[config.mk]
export PLATFORM = sky130hd
export DESIGN_NAME = stopwatch_digits
export DESIGN_NICKNAME = d
export VERILOG_FILES = /design/src/rtl/stopwatch_pkg.sv /design/src/rtl/button_debounce.sv /design/src/rtl/stopwatch_digits.sv
export SDC_FILE = /design/constraint.sdc
export NUM_CORES = 1
export LEC_CHECK = 0
export ABC_AREA = 1
export BUFFER_PORTS_ARGS = -buffer_cell sky130_fd_sc_hd__buf_2
export CAP_MARGIN = 20
export CELL_PAD_IN_SITES_DETAIL_PLACEMENT = 1
export CELL_PAD_IN_SITES_GLOBAL_PLACEMENT = 2
export CORE_MARGIN = 5
export CORE_UTILIZATION = 41
export CTS_BUF_LIST = sky130_fd_sc_hd__clkbuf_4 sky130_fd_sc_hd__clkbuf_8
export DETAILED_ROUTE_END_ITERATION = 8
export GPL_ROUTABILITY_DRIVEN = 0
export PLACE_DENSITY = 0.89
export RECOVER_POWER = 100
export SLEW_MARGIN = 0
export SYNTH_ARGS = -nofsm -noshare
export SYNTH_HDL_FRONTEND = slang
export SYNTH_SLANG_ARGS = --single-unit
[constraint.sdc]
create_clock -name clk -period 3.8 [get_ports clk]
set_input_delay 0 -clock clk [delete_from_list [all_inputs] [get_ports clk]]
set_output_delay 0 -clock clk [all_outputs]
set_load 0.05 [all_outputs]
[src/rtl/stopwatch_pkg.sv]
// Shared types and constants for the SS.hh stopwatch digit producer.
package stopwatch_pkg;

  typedef enum logic {
    STOPPED = 1'b0,
    RUNNING = 1'b1
  } state_t;

  typedef logic [3:0] bcd_t;

  localparam logic [3:0] DP_MASK = 4'b0100;

  // Next BCD value; anything at or above 9 rolls to 0 so a digit never leaves 0..9.
  function automatic bcd_t bcd_next(input bcd_t d);
    return (d >= 4'd9) ? 4'd0 : d + 4'd1;
  endfunction

endpackage

[src/rtl/button_debounce.sv]
// Raw push-button to debounced level plus a one-cycle pulse on each accepted press.
module button_debounce #(
  parameter int DEBOUNCE_CYCLES = 1_000_000
) (
  input  logic clk,
  input  logic reset,
  input  logic btn_in,
  output logic level,
  output logic press
);

  localparam int CW = (DEBOUNCE_CYCLES > 1) ? $clog2(DEBOUNCE_CYCLES) : 1;
  localparam logic [CW-1:0] LAST = CW'(DEBOUNCE_CYCLES - 1);

  logic [1:0]    sync;
  logic [CW-1:0] stable_cnt;
  logic          level_d;

  // NOTE: sequential state uses non-blocking assignments so every flop samples pre-edge values.
  always_ff @(posedge clk or posedge reset) begin
    if (reset) begin
      sync       <= '0;
      stable_cnt <= '0;
      level      <= 1'b0;
      level_d    <= 1'b0;
      press      <= 1'b0;
    end else begin
      sync    <= {sync[0], btn_in};
      level_d <= level;
      press   <= level & ~level_d;
      // Any sample agreeing with the current level restarts the stability count.
      if (sync[1] == level) begin
        stable_cnt <= '0;
      end else if (stable_cnt == LAST) begin
        level      <= sync[1];
        stable_cnt <= '0;
      end else begin
        stable_cnt <= stable_cnt + 1'b1;
      end
    end
  end

endmodule

[src/rtl/stopwatch_digits.sv]
// Start/stop/clear stopwatch counting SS.hh in BCD, driving a four-digit display word.
module stopwatch_digits
  import stopwatch_pkg::*;
#(
  parameter int CLK_FREQ_HZ     = 100_000_000,
  parameter int TICK_HZ         = 100,
  parameter int DEBOUNCE_CYCLES = 1_000_000
) (
  input  logic        clk,
  input  logic        reset,
  input  logic        btn_start_stop,
  input  logic        btn_clear,
  output logic [15:0] data_out,
  output logic [3:0]  digit_display,
  output logic [3:0]  digit_point,
  output logic        running
);

  localparam int DIV = CLK_FREQ_HZ / TICK_HZ;
  localparam int PW  = $clog2(DIV);
  localparam logic [PW-1:0] PRESC_LAST = PW'(DIV - 1);

  state_t          state, state_next;
  logic [PW-1:0]   presc, presc_next;
  bcd_t [3:0]      digits, digits_next;
  logic            tick;
  logic            carry;
  logic            ss_level, ss_press;
  logic            clr_level, clr_press;
  logic            unused_levels;

  button_debounce #(.DEBOUNCE_CYCLES(DEBOUNCE_CYCLES)) u_start_stop (
    .clk    (clk),
    .reset  (reset),
    .btn_in (btn_start_stop),
    .level  (ss_level),
    .press  (ss_press)
  );

  button_debounce #(.DEBOUNCE_CYCLES(DEBOUNCE_CYCLES)) u_clear (
    .clk    (clk),
    .reset  (reset),
    .btn_in (btn_clear),
    .level  (clr_level),
    .press  (clr_press)
  );

  // Only the press pulses drive the stopwatch; the held levels are not needed here.
  assign unused_levels = ss_level ^ clr_level;

  // NOTE: every always_comb output gets a default first so no path leaves it unassigned (no latches).
  always_comb begin
    state_next  = state;
    presc_next  = presc;
    digits_next = digits;
    carry       = 1'b0;
    tick        = (state == RUNNING) && (presc == PRESC_LAST);

    // Prescaler holds while stopped so a pause keeps the partial hundredth.
    if (state == RUNNING) begin
      presc_next = tick ? '0 : presc + 1'b1;
    end

    if (tick) begin
      carry = 1'b1;
      for (int i = 0; i < 4; i++) begin
        if (carry) begin
          digits_next[i] = bcd_next(digits[i]);
          carry          = (digits[i] == 4'd9);
        end
      end
    end

    if (ss_press) begin
      state_next = (state == RUNNING) ? STOPPED : RUNNING;
    end

    // Clear overrides a simultaneous start/stop press and a coinciding tick.
    if (clr_press) begin
      state_next  = STOPPED;
      presc_next  = '0;
      digits_next = '0;
    end
  end

  always_ff @(posedge clk or posedge reset) begin
    if (reset) begin
      state         <= STOPPED;
      presc         <= '0;
      digits        <= '0;
      digit_display <= 4'b0111;
    end else begin
      state         <= state_next;
      presc         <= presc_next;
      digits        <= digits_next;
      digit_display <= {digits_next[3] != 4'd0, 3'b111};
    end
  end

  assign data_out    = digits;
  assign digit_point = DP_MASK;
  assign running     = (state == RUNNING);

endmodule
Yosys cells after proc, flatten, opt, wreduce, memory -nomap -nowiden
Cells that the tools add are included.

word-level totals
  flip-flop bits (word level) = 88

cells by class
  multiplexer cells = 24
  bitwise gates (word level) = 6
  add/subtract/negate cells = 7
  magnitude comparators = 4
  reduce and logical (&&, ||, !) cells = 11
  equality and inequality tests = 8

operators by type and width
  operator                 count
  $mux W20                 7
  $add A20 B1 Y20 const B  3
  $eq A20 B20 Y1 const B   3
  $mux W16                 2
  $mux W4                  7
  $add A4 B1 Y4 const B    4
  $ge A4 B4 Y1 const B     4
  $eq A4 B4 Y1 const B     3
  $reduce_bool A2 Y1       5
  $mux W1                  8
  $reduce_and A2 Y1        4
  $not A1 Y1               4
  $reduce_bool A4 Y1       1
  $and A1 B1 Y1            2
  $eq A1 B1 Y1             2
  $logic_and A1 B1 Y1      1

Longest topological paths before layout
Gate-level depths: netlist (run 1).

  depth in word-level cells = 11
  gate-level depth with buffers = 13
  depth with buffers taken out = 13

Modules after synthesis
A second synthesis (run 1) with hierarchy kept.

second synthesis, totals
  cells, all modules = 662
  area total of the unflattened synthesis = 5098.6 um^2

modules (own cells, without submodules)
  module            instances  sequential area each (um^2)  cells an instance  area an instance (um^2)
  button_debounce   2          625.6                        165                1322.5
  stopwatch_digits  1          950.9                        332                2453.6

Least setup slack after synthesis (run 1)
OpenSTA, ideal clock, no wires.

  path type = reg-to-reg
  from = reg digits, in the netlist data_out[0]
  to = reg digit_display[3]
  clock period less this slack = 1.878 ns
  path slack = 1.922 ns
  cell stages (with the launch flop) = 13
  arrival = 1.760 ns
  library setup time = 0.117 ns
  cells stage by stage = dfrtp_1 > ha_1 > nand2_1 > nor2_1 > nand2_2 > nor2_4 > nand2_1 > o21ai_1 > inv_1 > nand2_1 > nand2_2 > nor2_1 > nand2_1

RTL lines
  what                      line                    RTL
  start: declaration        stopwatch_digits.sv:25  bcd_t [3:0] digits, digits_next;
  start signal: assignment  stopwatch_digits.sv:95  digits <= digits_next;
  end signal: assignment    stopwatch_digits.sv:96  digit_display <= {digits_next[3] != 4'd0, 3'b111};
  end: declaration          stopwatch_digits.sv:14  output logic [3:0] digit_display,

==> metrics.txt, run 1 <==
# TYPE chip_impl_metric gauge
chip_impl_metric{name="number_of_clock_sinks",unit=""} 88
chip_impl_metric{name="ir_worst_vdd",unit="mV"} 0.1665
chip_impl_info{name="critical-path-top-delay-family",value="simple AND/OR/NAND/NOR gates"} 1
chip_impl_metric{name="syn_avg_cell_area",unit="um^2"} 7.937
chip_impl_metric{name="clock_tree.buffer_depth",unit=""} 2
chip_impl_metric{name="first_pass_grt_wire_length",unit="um"} 20200
chip_impl_metric{name="critical_path_arrival",unit="ns"} 2.83
chip_impl_metric{name="floorplan.die.width",unit="um"} 119.3
chip_impl_metric{name="chipHeight",unit="um"} 119.3
chip_impl_metric{name="die_area",unit="um^2"} 14230
chip_impl_info{name="worst_path_most_repeated_cell",value="nand2_1"} 1
chip_impl_metric{name="place.port_buffers",unit=""} 21
chip_impl_metric{name="timing.fmax",unit="MHz"} 390.0
chip_impl_metric{name="insertedDiodeCount",unit=""} 0
chip_impl_metric{name="design.core.area",unit="um^2"} 11860
chip_impl_metric{name="layout_cells_sized_above_1",unit="%"} 6.912
chip_impl_info{name="rsz0062_at_grt",value="false"} 1
chip_impl_metric{name="synth-warning-count",unit=""} 0
chip_impl_metric{name="drt_iter0_markers",unit=""} 157
chip_impl_metric{name="hold_buffer_count_at_cts",unit=""} 3
chip_impl_metric{name="post_cts_resized",unit=""} 0
chip_impl_metric{name="worstSkewPairLatency",unit="ns"} 0.37
chip_impl_metric{name="p_int",unit="mW"} 1.348
chip_impl_metric{name="power.density",unit="nW/um^2"} 332.5
chip_impl_metric{name="synth.top_cell.area_share",unit="%"} 44.97
chip_impl_metric{name="grt_pass1_vias",unit=""} 4346
chip_impl_info{name="clock_tree_from_tritoncts",value="done"} 1
chip_impl_metric{name="post-cts-setup-buffer-count",unit=""} 0
chip_impl_info{name="clock_tree.root_cell",value="clkbuf_8"} 1
chip_impl_info{name="worst_hold_startpoint",value="btn_clear"} 1
chip_impl_metric{name="netSwitchingPower",unit="mW"} 0.4064
chip_impl_info{name="synth.most_common_cell",value="nand2_1"} 1
chip_impl_metric{name="io-pin-count",unit=""} 29
chip_impl_metric{name="place_ws",unit="ns"} 1.960
chip_impl_metric{name="skew",unit="ns"} 0.009128
chip_impl_metric{name="hold_viol_final",unit=""} 0
chip_impl_metric{name="worstRegToRegCells",unit=""} 10
chip_impl_metric{name="clkTransAtPathRegs",unit="ns"} 0.09
chip_impl_metric{name="route.detailed.wl_per_inst",unit="um"} 14.27
chip_impl_metric{name="r2r_setup_slack",unit="ns"} 1.24
chip_impl_metric{name="dp_hpwl",unit="um"} 8618
chip_impl_info{name="synth_area_leaders",value="dfrtp_1, nand2_1, nor2_1"} 1
chip_impl_metric{name="final-setup-viol-count",unit=""} 0
chip_impl_metric{name="flop_and_latch_count_out_of_synthesis",unit=""} 88
chip_impl_info{name="hold_end",value="u_clear.sync[0]"} 1
chip_impl_metric{name="finalCritPeriodShare",unit="%"} 67.48
chip_impl_metric{name="ys_types",unit=""} 42
chip_impl_info{name="status",value="finished with violations"} 1
chip_impl_metric{name="worst_ep_required_time",unit="ns"} 4.06
chip_impl_metric{name="p_clk_share",unit="%"} 42.6
chip_impl_metric{name="power.switching_fraction",unit="%"} 23.16
chip_impl_info{name="critical_setup_path_class",value="register to register"} 1
chip_impl_info{name="critical_path_cell_sequence",value="ha_1, nand3_1, nor2_1, nand3_4, nand2_1, inv_1, nand2_2, nand2_1, nor2_1, nand2_1"} 1
chip_impl_metric{name="start_util",unit="%"} 41.29
chip_impl_metric{name="floorplan.rows",unit=""} 40
chip_impl_info{name="synth_top_area_cell",value="dfrtp_1"} 1
chip_impl_metric{name="drc",unit=""} 0
chip_impl_metric{name="drt-vias-per-instance",unit=""} 5.034
chip_impl_metric{name="drt_pass1_iterations",unit=""} 4
chip_impl_metric{name="period_minus_slack",unit="ns"} 2.564
chip_impl_metric{name="sum_of_negative_setup_slack",unit="ns"} 0
chip_impl_metric{name="static-leakage-power",unit="nW"} 2.378
chip_impl_metric{name="grt_overflow",unit=""} 0
chip_impl_metric{name="synth.yosys.seq_area_share",unit="%"} 44.97
chip_impl_metric{name="final.fill_count",unit=""} 1491
chip_impl_info{name="cp-end-kind",value="register"} 1
chip_impl_info{name="worst_setup_path_start_kind",value="register"} 1
chip_impl_metric{name="max_cap_viol_count",unit=""} 1
chip_impl_metric{name="gate_count_after_technology_mapping",unit=""} 617
chip_impl_metric{name="grt_max_degree",unit=""} 50
chip_impl_info{name="worst_r2r_startpoint",value="presc[0]"} 1
chip_impl_metric{name="slew-limit-headroom",unit="%"} -47.44
chip_impl_metric{name="final_net_count",unit=""} 665
chip_impl_metric{name="syn-cell-area",unit="um^2"} 4897
chip_impl_info{name="synthFlopType",value="dfrtp_1"} 1
chip_impl_metric{name="final.setup.worst_slack",unit="ns"} 1.236
chip_impl_info{name="netlist_top_cells_count",value="nand2_1, nor2_1, dfrtp_1"} 1
chip_impl_metric{name="final_antenna_net_count",unit=""} 0
chip_impl_metric{name="worst_slew_pin_slew",unit="ns"} 2.199
chip_impl_info{name="critical-path-slowest-cell",value="nand2_1"} 1
chip_impl_metric{name="worst_hold_path.num_cells",unit=""} 2
chip_impl_info{name="hold_path.class",value="primary input to register"} 1
chip_impl_metric{name="power.share.sequential",unit="%"} 54.0
chip_impl_metric{name="grt_usage",unit="%"} 17.20
chip_impl_metric{name="routed_via_count",unit=""} 4017
chip_impl_info{name="violated_checks",value="capacitance limit, slew limit"} 1
chip_impl_metric{name="report.final.slew_viol_count",unit=""} 50
chip_impl_metric{name="cts_max_level",unit=""} 3
chip_impl_metric{name="antenna_found_initial",unit=""} 0
chip_impl_metric{name="clock_buffer_count_from_cts",unit=""} 9
chip_impl_metric{name="crit_path_max_incr_delay",unit="ns"} 0.48
chip_impl_metric{name="timing.critical_path.fanout_max",unit=""} 15
chip_impl_metric{name="synth_edf_count",unit=""} 0
chip_impl_metric{name="share_comb_of_total_power",unit="%"} 3.3
chip_impl_metric{name="critical_path_buf_inv_count",unit=""} 1
chip_impl_info{name="startpoint",value="presc[0]"} 1
chip_impl_metric{name="async_s_r_ff_share_synth",unit="%"} 100.0
chip_impl_metric{name="routed_wirelength",unit="um"} 11380
chip_impl_metric{name="syn_to_layout_area_delta",unit="%"} 7.741
chip_impl_info{name="critical_path.reg2reg.endpoint",value="digit_display[3]"} 1
## power groups by stage
stage	Clock, mW	Sequential [mW]	Combinational, mW
2_1_floorplan	0	0.965	0.0508
3_3_place_gp	0	0.965	0.0582
3_5_place_dp	0	0.966	0.0593
4_1_cts	0.778	0.948	0.0620
5_1_grt	0.818	0.949	0.0680
6_report	0.748	0.948	0.0585
## area by class of cell
class                           instances  area, um^2  share of cell area [%]
Clock buffer                           11       145.1                   2.751
Inverter                               89       336.6                   6.379
Multi-Input combinational cell        433        2208                   41.85
Sequential cell                        88        2202                   41.74
Timing Repair Buffer                   25       120.1                   2.276
Tap cell                              147       183.9                   3.486
Clock inverter                          5       80.08                   1.518
## placed cells by master (no fill, tap or decap), types with 15 or more instances in the layout
cell,synthesis,layout
nor2_1,93,104
clkbuf_1,0,18
inv_1,77,78
xor2_1,19,19
ha_1,15,15
o21ai_0,12,18
dfrtp_1,88,88
nand2_1,109,115
nand3_1,42,43
a21oi_1,25,26
nor3_1,22,24
## stage by stage
stage,hold slack (ns),instances,power (mW),cell area [um^2],util (%)
global route,0.2473,798,1.835,5276,44.48
global placement,0.1110,779,1.024,5127,43.23
CTS,0.2404,798,1.788,5383,45.38
floorplan,0.03143,622,1.016,4916,-
finish,0.2648,798,1.754,5276,44.48
detailed placement,0.1102,779,1.026,5127,43.23
## worst max path at each step
stage	slack (ns)	depth (start not counted)	to
6_report	1.24	10	digit_display[3]
5_1_grt	0.98	10	digit_display[3]
3_3_place_gp	2.05	10	digit_display[3]
4_1_cts	1.94	10	digit_display[3]
3_5_place_dp	1.96	10	digit_display[3]
2_1_floorplan	1.52	1	data_out[0]
## flip-flops by register name, summed over array words and instances, names as in the netlist
| signal | count |
|---|---|
| data_out | 16 |
| digit_display | 1 |
| presc | 20 |
| running | 1 |
| u_clear.level | 1 |
| u_clear.level_d | 1 |
| u_clear.press | 1 |
| u_clear.stable_cnt | 20 |
| u_clear.sync | 2 |
| u_start_stop.level | 1 |
| u_start_stop.level_d | 1 |
| u_start_stop.press | 1 |
| u_start_stop.stable_cnt | 20 |
| u_start_stop.sync | 2 |
## metal layers
metal,GRT usage [%],part of all wire (%),vias up
met5,0,0,-
met4,7.015,1.9,0
met3,2.517,2.1,14
met2,28.51,48,34
met1,22.58,48,1964
li1,-,-,2005
## cells by family (layout without fill, tap and decap cells)
group | Yosys count | in the layout | synth area share, %
other | 2 | 7 | 0.1534
flip-flops | 88 | 88 | 44.97
multiplexers | 1 | 1 | 0.2299
AND/OR/NAND/NOR | 323 | 323 | 30.79
buffers and inverters | 101 | 130 | 8.636
adder cells (fa/ha/maj) | 15 | 15 | 3.832
XOR/XNOR | 24 | 24 | 4.292
AO/OA/AOI/OAI | 63 | 63 | 7.103
## worst reg2reg max path: cells and delay by family (launching register included)
family	cells	cell delay, ns
AND/OR/NAND/NOR	8	1.47
adder cells (fa/ha/maj)	1	0.21
flip-flops	1	0.40
buffers and inverters	1	0.37
No activity file was read; power rests on OpenSTA's default activity.
==> inputs of run 2 (changes only) <==
--- a/config.mk
+++ b/config.mk
@@ -11,11 +11,11 @@
 export CELL_PAD_IN_SITES_DETAIL_PLACEMENT = 1
 export CELL_PAD_IN_SITES_GLOBAL_PLACEMENT = 2
 export CORE_MARGIN = 5
-export CORE_UTILIZATION = 41
+export CORE_UTILIZATION = 38
 export CTS_BUF_LIST = sky130_fd_sc_hd__clkbuf_4 sky130_fd_sc_hd__clkbuf_8
 export DETAILED_ROUTE_END_ITERATION = 8
 export GPL_ROUTABILITY_DRIVEN = 0
-export PLACE_DENSITY = 0.89
+export PLACE_DENSITY = 0.83
 export RECOVER_POWER = 100
 export SLEW_MARGIN = 0
 export SYNTH_ARGS = -nofsm -noshare
==> constraint.sdc (replaced) <==
create_clock -name clk -period 2.5 [get_ports clk]
set_input_delay 0 -clock clk [delete_from_list [all_inputs] [get_ports clk]]
set_output_delay 0 -clock clk [all_outputs]
set_load 0.05 [all_outputs]
==> run 2 against run 1 <==
  * The run now ends clean
  * Clock skew rose by 0.0042 ns
  * Clock power grew 40%
  * Flip-flop and latch count unchanged
  * Critical path depth fell by 5
  * Power up 47%
  * First-iteration DRC count is 35% higher
  * Largest power group unchanged
  * Highest routed layer unchanged
==> metrics.txt, run 2 (same netlist as run 1, synthesis figures left out) <==
# TYPE chip_impl_metric gauge
chip_impl_metric{name="sum_of_negative_setup_slack",unit="ns"} 0
chip_impl_metric{name="clock_tree.buffer_depth",unit=""} 2
chip_impl_metric{name="antenna_found_initial",unit=""} 0
chip_impl_info{name="worst_path_most_repeated_cell",value="nor2_1"} 1
chip_impl_info{name="layout.cells.most_common_list",value="nand2_1, nor2_1, dfrtp_1"} 1
chip_impl_info{name="worst_setup_path_start_kind",value="register"} 1
chip_impl_metric{name="critical_path_arrival",unit="ns"} 2.30
chip_impl_metric{name="critical_path_buf_inv_count",unit=""} 1
chip_impl_metric{name="post-cts-setup-buffer-count",unit=""} 0
chip_impl_metric{name="worst_ep_required_time",unit="ns"} 2.75
chip_impl_metric{name="chipHeight",unit="um"} 123.5
chip_impl_metric{name="grt_overflow",unit=""} 0
chip_impl_metric{name="routed_via_count",unit=""} 4004
chip_impl_metric{name="clock_buffer_count_from_cts",unit=""} 9
chip_impl_info{name="critical-path-top-delay-family",value="simple AND/OR/NAND/NOR gates"} 1
chip_impl_metric{name="slew-limit-headroom",unit="%"} 7.392
chip_impl_metric{name="cts_max_level",unit=""} 3
chip_impl_metric{name="io-pin-count",unit=""} 29
chip_impl_info{name="critical-path-slowest-cell",value="nor2_1"} 1
chip_impl_metric{name="dp_hpwl",unit="um"} 8819
chip_impl_metric{name="drt_pass1_iterations",unit=""} 4
chip_impl_metric{name="routed_wirelength",unit="um"} 11630
chip_impl_metric{name="final_net_count",unit=""} 666
chip_impl_metric{name="drt_iter0_markers",unit=""} 212
chip_impl_metric{name="route.detailed.wl_per_inst",unit="um"} 14.11
chip_impl_metric{name="drt-vias-per-instance",unit=""} 4.859
chip_impl_metric{name="ir_worst_vdd",unit="mV"} 0.2403
chip_impl_metric{name="max_cap_viol_count",unit=""} 0
chip_impl_metric{name="grt_usage",unit="%"} 16.80
chip_impl_info{name="critical_setup_path_class",value="register to register"} 1
chip_impl_metric{name="grt_max_degree",unit=""} 41
chip_impl_metric{name="crit_path_max_incr_delay",unit="ns"} 0.64
chip_impl_metric{name="utilization",unit="%"} 42.06
chip_impl_metric{name="hold_viol_final",unit=""} 0
chip_impl_info{name="critical_path_cell_sequence",value="nor2_1, inv_1, nand3_1, xor2_1, nor2_1"} 1
chip_impl_metric{name="worstSkewPairLatency",unit="ns"} 0.38
chip_impl_metric{name="clkTransAtPathRegs",unit="ns"} 0.09
chip_impl_info{name="cp-end-kind",value="register"} 1
chip_impl_info{name="rsz0062_at_grt",value="false"} 1
chip_impl_metric{name="drc",unit=""} 0
chip_impl_metric{name="first_pass_grt_wire_length",unit="um"} 20400
chip_impl_metric{name="final.fill_count",unit=""} 1615
chip_impl_metric{name="timing.fmax",unit="MHz"} 487.8
chip_impl_metric{name="syn_to_layout_area_delta",unit="%"} 8.380
chip_impl_metric{name="layout_cells_sized_above_1",unit="%"} 7.669
chip_impl_metric{name="period_minus_slack",unit="ns"} 2.050
chip_impl_metric{name="floorplan.rows",unit=""} 41
chip_impl_metric{name="worst_slew_pin_slew",unit="ns"} 1.382
chip_impl_metric{name="finalCritPeriodShare",unit="%"} 82.01
chip_impl_metric{name="final-setup-viol-count",unit=""} 0
chip_impl_info{name="layout.cells.most_common",value="nand2_1"} 1
chip_impl_metric{name="timing.critical_path.fanout_max",unit=""} 10
chip_impl_metric{name="power.density",unit="nW/um^2"} 487.0
chip_impl_metric{name="die_area",unit="um^2"} 15260
chip_impl_metric{name="floorplan.die.width",unit="um"} 123.5
chip_impl_info{name="clock_tree_from_tritoncts",value="done"} 1
chip_impl_metric{name="design.core.area",unit="um^2"} 12620
chip_impl_metric{name="skew",unit="ns"} 0.01336
chip_impl_metric{name="final_antenna_net_count",unit=""} 0
chip_impl_info{name="hold_path.class",value="primary input to register"} 1
chip_impl_metric{name="start_util",unit="%"} 38.81
chip_impl_info{name="clock_tree.root_cell",value="clkbuf_8"} 1
chip_impl_metric{name="report.final.slew_viol_count",unit=""} 0
chip_impl_metric{name="place.port_buffers",unit=""} 21
chip_impl_info{name="status",value="finished clean"} 1
chip_impl_metric{name="grt_pass1_vias",unit=""} 4298
chip_impl_metric{name="insertedDiodeCount",unit=""} 0
chip_impl_info{name="reg_top3",value="presc (20), u_clear.stable_cnt (20), u_start_stop.stable_cnt (20)"} 1
chip_impl_metric{name="static-leakage-power",unit="nW"} 2.376
chip_impl_metric{name="number_of_clock_sinks",unit=""} 88
## run 2: stage by stage
| stage | cells | hold slack (ns) | setup WS (ns) | instance area, um^2 | total power, mW |
|---|---|---|---|---|---|
| floorplan | 622 | 0.03143 | 0.2214 | 4916 | 1.544 |
| finish | 824 | 0.2630 | 0.4498 | 5308 | 2.585 |
| CTS | 824 | 0.1877 | 0.6326 | 5414 | 2.638 |
| global placement | 805 | 0.06088 | 0.7362 | 5179 | 1.561 |
| global route | 824 | 0.2487 | 0.2564 | 5308 | 2.705 |
| detailed placement | 805 | 0.07116 | 0.6369 | 5179 | 1.566 |
## run 2: final cells by class
type | count | area (um^2) | area share, %
Multi-Input combinational cell | 433 | 2211 | 41.65
Sequential cell | 88 | 2202 | 41.49
Inverter | 89 | 337.8 | 6.365
Tap cell | 172 | 215.2 | 4.055
Clock buffer | 10 | 137.6 | 2.593
Timing Repair Buffer | 26 | 136.4 | 2.570
Clock inverter | 6 | 67.56 | 1.273
## run 2: worst paths after layout
check / from / end / slack [ns] / depth (start not counted)
max reg2reg: u_clear.press / presc[10] / 0.45 / 5
min in group asynchronous: reset / data_out[5] / 0.46 / 3
max in group asynchronous: reset / u_start_stop.stable_cnt[14] / 0.92 / 4
min reg2reg: u_start_stop.sync[0] / u_start_stop.sync[1] / 0.36 / 0
min: btn_clear / u_clear.sync[0] / 0.26 / 2
max: u_clear.press / presc[10] / 0.45 / 5
## run 2: repair_timing
action                    in CTS  in global routing
hold buffers                   3                  0
hold endpoints to repair      29                  0
gates resized for setup        0                  0
## run 2: power by group
part / total (mW) / internal, mW / switching, mW
clock network: 1.05 / 0.493 / 0.557
logic: 0.0944 / 0.0188 / 0.0756
registers: 1.44 / 1.43 / 0.00754
total: 2.58 / 1.94 / 0.640
## run 2: routing by layer
metal | global-route usage, % | vias to the layer above | wire length, um
met5 | 0 | - | 0
met4 | 5.813 | 0 | 183
met3 | 2.379 | 12 | 287
met2 | 29.15 | 39 | 5660
met1 | 21.41 | 1945 | 5496
li1 | - | 2008 | -
==> inputs of run 3 (changes only) <==
==> constraint.sdc (replaced) <==
create_clock -name clk -period 2 [get_ports clk]
set_input_delay 0 -clock clk [delete_from_list [all_inputs] [get_ports clk]]
set_output_delay 0 -clock clk [all_outputs]
set_load 0.05 [all_outputs]
==> run 3 against run 2 <==
  * Critical path depth up 2
  * Worst setup slack worse by 0.25 ns
  * Clock power up 29%
  * Highest routed layer unchanged
==> metrics.txt, run 3 (same netlist as run 1, synthesis figures left out) <==
# TYPE chip_impl_metric gauge
chip_impl_info{name="status",value="finished clean"} 1
chip_impl_info{name="layout.cells.most_common",value="nand2_1"} 1
chip_impl_metric{name="floorplan.rows",unit=""} 41
chip_impl_info{name="worst_setup_path_start_kind",value="register"} 1
chip_impl_metric{name="grt_usage",unit="%"} 16.30
chip_impl_metric{name="place.port_buffers",unit=""} 21
chip_impl_metric{name="final_net_count",unit=""} 670
chip_impl_metric{name="drt-vias-per-instance",unit=""} 4.824
chip_impl_info{name="reg_top3",value="presc (20), u_clear.stable_cnt (20), u_start_stop.stable_cnt (20)"} 1
chip_impl_metric{name="start_util",unit="%"} 38.81
chip_impl_metric{name="design_power_total",unit="mW"} 3.266
chip_impl_metric{name="routed_via_count",unit=""} 3994
chip_impl_info{name="clock_tree.root_cell",value="clkbuf_8"} 1
chip_impl_metric{name="insertedDiodeCount",unit=""} 0
chip_impl_metric{name="grt_pass1_vias",unit=""} 4216
chip_impl_metric{name="place_ws",unit="ns"} 0.2293
chip_impl_metric{name="syn_to_layout_area_delta",unit="%"} 9.837
chip_impl_metric{name="power.density",unit="nW/um^2"} 607.2
chip_impl_metric{name="route.detailed.wl_per_inst",unit="um"} 13.84
chip_impl_metric{name="worst_ep_required_time",unit="ns"} 2.30
chip_impl_metric{name="first_pass_grt_wire_length",unit="um"} 19940
chip_impl_metric{name="number_of_clock_sinks",unit=""} 88
chip_impl_metric{name="grt_overflow",unit=""} 0
chip_impl_info{name="cp-end-kind",value="register"} 1
chip_impl_metric{name="timing.critical_path.fanout_max",unit=""} 5
chip_impl_metric{name="final-setup-viol-count",unit=""} 0
chip_impl_metric{name="io-pin-count",unit=""} 29
chip_impl_info{name="hold_path.class",value="primary input to asynchronous set/reset pin"} 1
chip_impl_metric{name="drt_pass1_iterations",unit=""} 4
chip_impl_metric{name="sum_of_negative_setup_slack",unit="ns"} 0
chip_impl_metric{name="cts_max_level",unit=""} 3
chip_impl_metric{name="final_antenna_net_count",unit=""} 0
chip_impl_info{name="layout.cells.most_common_list",value="nand2_1, nor2_1, dfrtp_1"} 1
chip_impl_metric{name="timing.fmax",unit="MHz"} 554.6
chip_impl_metric{name="period_minus_slack",unit="ns"} 1.803
chip_impl_metric{name="critical_path_arrival",unit="ns"} 2.10
chip_impl_metric{name="design.core.area",unit="um^2"} 12620
chip_impl_metric{name="clkTransAtPathRegs",unit="ns"} 0.10
chip_impl_metric{name="grt_max_degree",unit=""} 74
chip_impl_metric{name="report.final.slew_viol_count",unit=""} 0
chip_impl_metric{name="worstSkewPairLatency",unit="ns"} 0.37
chip_impl_metric{name="final.setup.worst_slack",unit="ns"} 0.1968
chip_impl_info{name="critical_path_cell_sequence",value="ha_1, nand3_2, nor2_4, nand3_1, nor2_1, nand3_1, o22ai_1"} 1
chip_impl_metric{name="placed_cell_area",unit="um^2"} 5211
chip_impl_metric{name="r2r_setup_slack",unit="ns"} 0.20
chip_impl_metric{name="worst_hold_slack",unit="ns"} 0.2718
chip_impl_metric{name="clock_buffer_count_from_cts",unit=""} 9
chip_impl_metric{name="dp_hpwl",unit="um"} 8666
chip_impl_info{name="rsz0062_at_grt",value="false"} 1
chip_impl_metric{name="antenna_found_initial",unit=""} 0
chip_impl_info{name="clock_tree_from_tritoncts",value="done"} 1
chip_impl_metric{name="die_area",unit="um^2"} 15260
chip_impl_metric{name="clock_tree.buffer_depth",unit=""} 2
chip_impl_metric{name="max_cap_viol_count",unit=""} 0
chip_impl_metric{name="layout.cell_area.non_filler",unit="um^2"} 5379
chip_impl_metric{name="ir_worst_vdd",unit="mV"} 0.3855
chip_impl_info{name="critical-path-slowest-cell",value="dfrtp_1"} 1
chip_impl_metric{name="layout_cells_sized_above_1",unit="%"} 8.841
chip_impl_metric{name="hold_viol_final",unit=""} 0
chip_impl_metric{name="drc",unit=""} 0
chip_impl_metric{name="floorplan.die.width",unit="um"} 123.5
chip_impl_metric{name="worst_slew_pin_slew",unit="ns"} 0.8231
chip_impl_metric{name="skew",unit="ns"} 0.01613
chip_impl_metric{name="chipHeight",unit="um"} 123.5
chip_impl_metric{name="finalCritPeriodShare",unit="%"} 90.16
chip_impl_metric{name="slew-limit-headroom",unit="%"} 44.82
chip_impl_info{name="worst_path_most_repeated_cell",value="nand3_1"} 1
chip_impl_info{name="critical_setup_path_class",value="register to register"} 1
chip_impl_metric{name="crit_path_max_incr_delay",unit="ns"} 0.42
chip_impl_metric{name="static-leakage-power",unit="nW"} 2.408
chip_impl_metric{name="routed_wirelength",unit="um"} 11460
chip_impl_metric{name="drt_iter0_markers",unit=""} 167
==> run 3: changes by cell type in the layout (fill, tap and decap cells not counted), moves of 2 or more <==
cell / delta
buf_4: +4
inv_1: +2
nor2_4: +2
inv_6: +2
nand3_1: -2
==> run 3: timing repair <==
action / in CTS / in global routing
setup endpoints to repair: 0 / 0
gates resized for setup: 0 / 0
hold buffers: 3 / 0
endpoints found under the hold margin: 17 / 0
setup buffers: 0 / 0
==> run 3: final timing paths <==
| check | to | startpoint | cells after the start |
|---|---|---|---|
| worst max-delay path | data_out[2] | presc[0] | 7 |
| worst min-delay path | data_out[4] | reset | 3 |
| worst max register to register | data_out[2] | presc[0] | 7 |
| worst min register to register | u_start_stop.sync[1] | u_start_stop.sync[0] | 0 |
| max in group asynchronous | presc[3] | reset | 4 |
| min in group clk | u_start_stop.sync[0] | btn_start_stop | 2 |
==> run 3: cell type report <==
type / count / area (um^2)
multi-input combinational: 433 / 2247
tap: 172 / 215.2
sequential: 88 / 2202
clock buffer: 10 / 137.6
inverter: 89 / 337.8
clock inverter: 6 / 72.57
timing repair buffer: 30 / 166.4
fill: 1610 / 7241
==> run 3: routing by layer <==
metal | GRT usage (%) | part of all wire [%] | vias to the layer above
met2 | 27.22 | 47 | 35
li1 | - | - | 2013
met5 | 0 | 0 | -
met3 | 2.333 | 1.8 | 15
met1 | 21.52 | 49 | 1931
met4 | 5.952 | 1.7 | 0
==> run 3: per-stage QoR <==
stage | cells | utilization [%]
floorplan | 622 | -
global placement | 809 | 41.29
detailed placement | 809 | 41.29
CTS | 828 | 43.20
global route | 828 | 42.62
finish | 828 | 42.62
==> run 3: worst max-delay path: cells and delay by family, from the launching register on <==
family,cells,cell delay (ns)
AO/OA/AOI/OAI,1,0.16
adder cells (fa/ha/maj),1,0.23
flip-flops,1,0.42
AND/OR/NAND/NOR,5,0.94
==> run 3: power by group <==
group | internal [mW] | switching [mW]
registers | 1.79 | 0.00909
clock network | 0.628 | 0.718
logic | 0.0249 | 0.0949
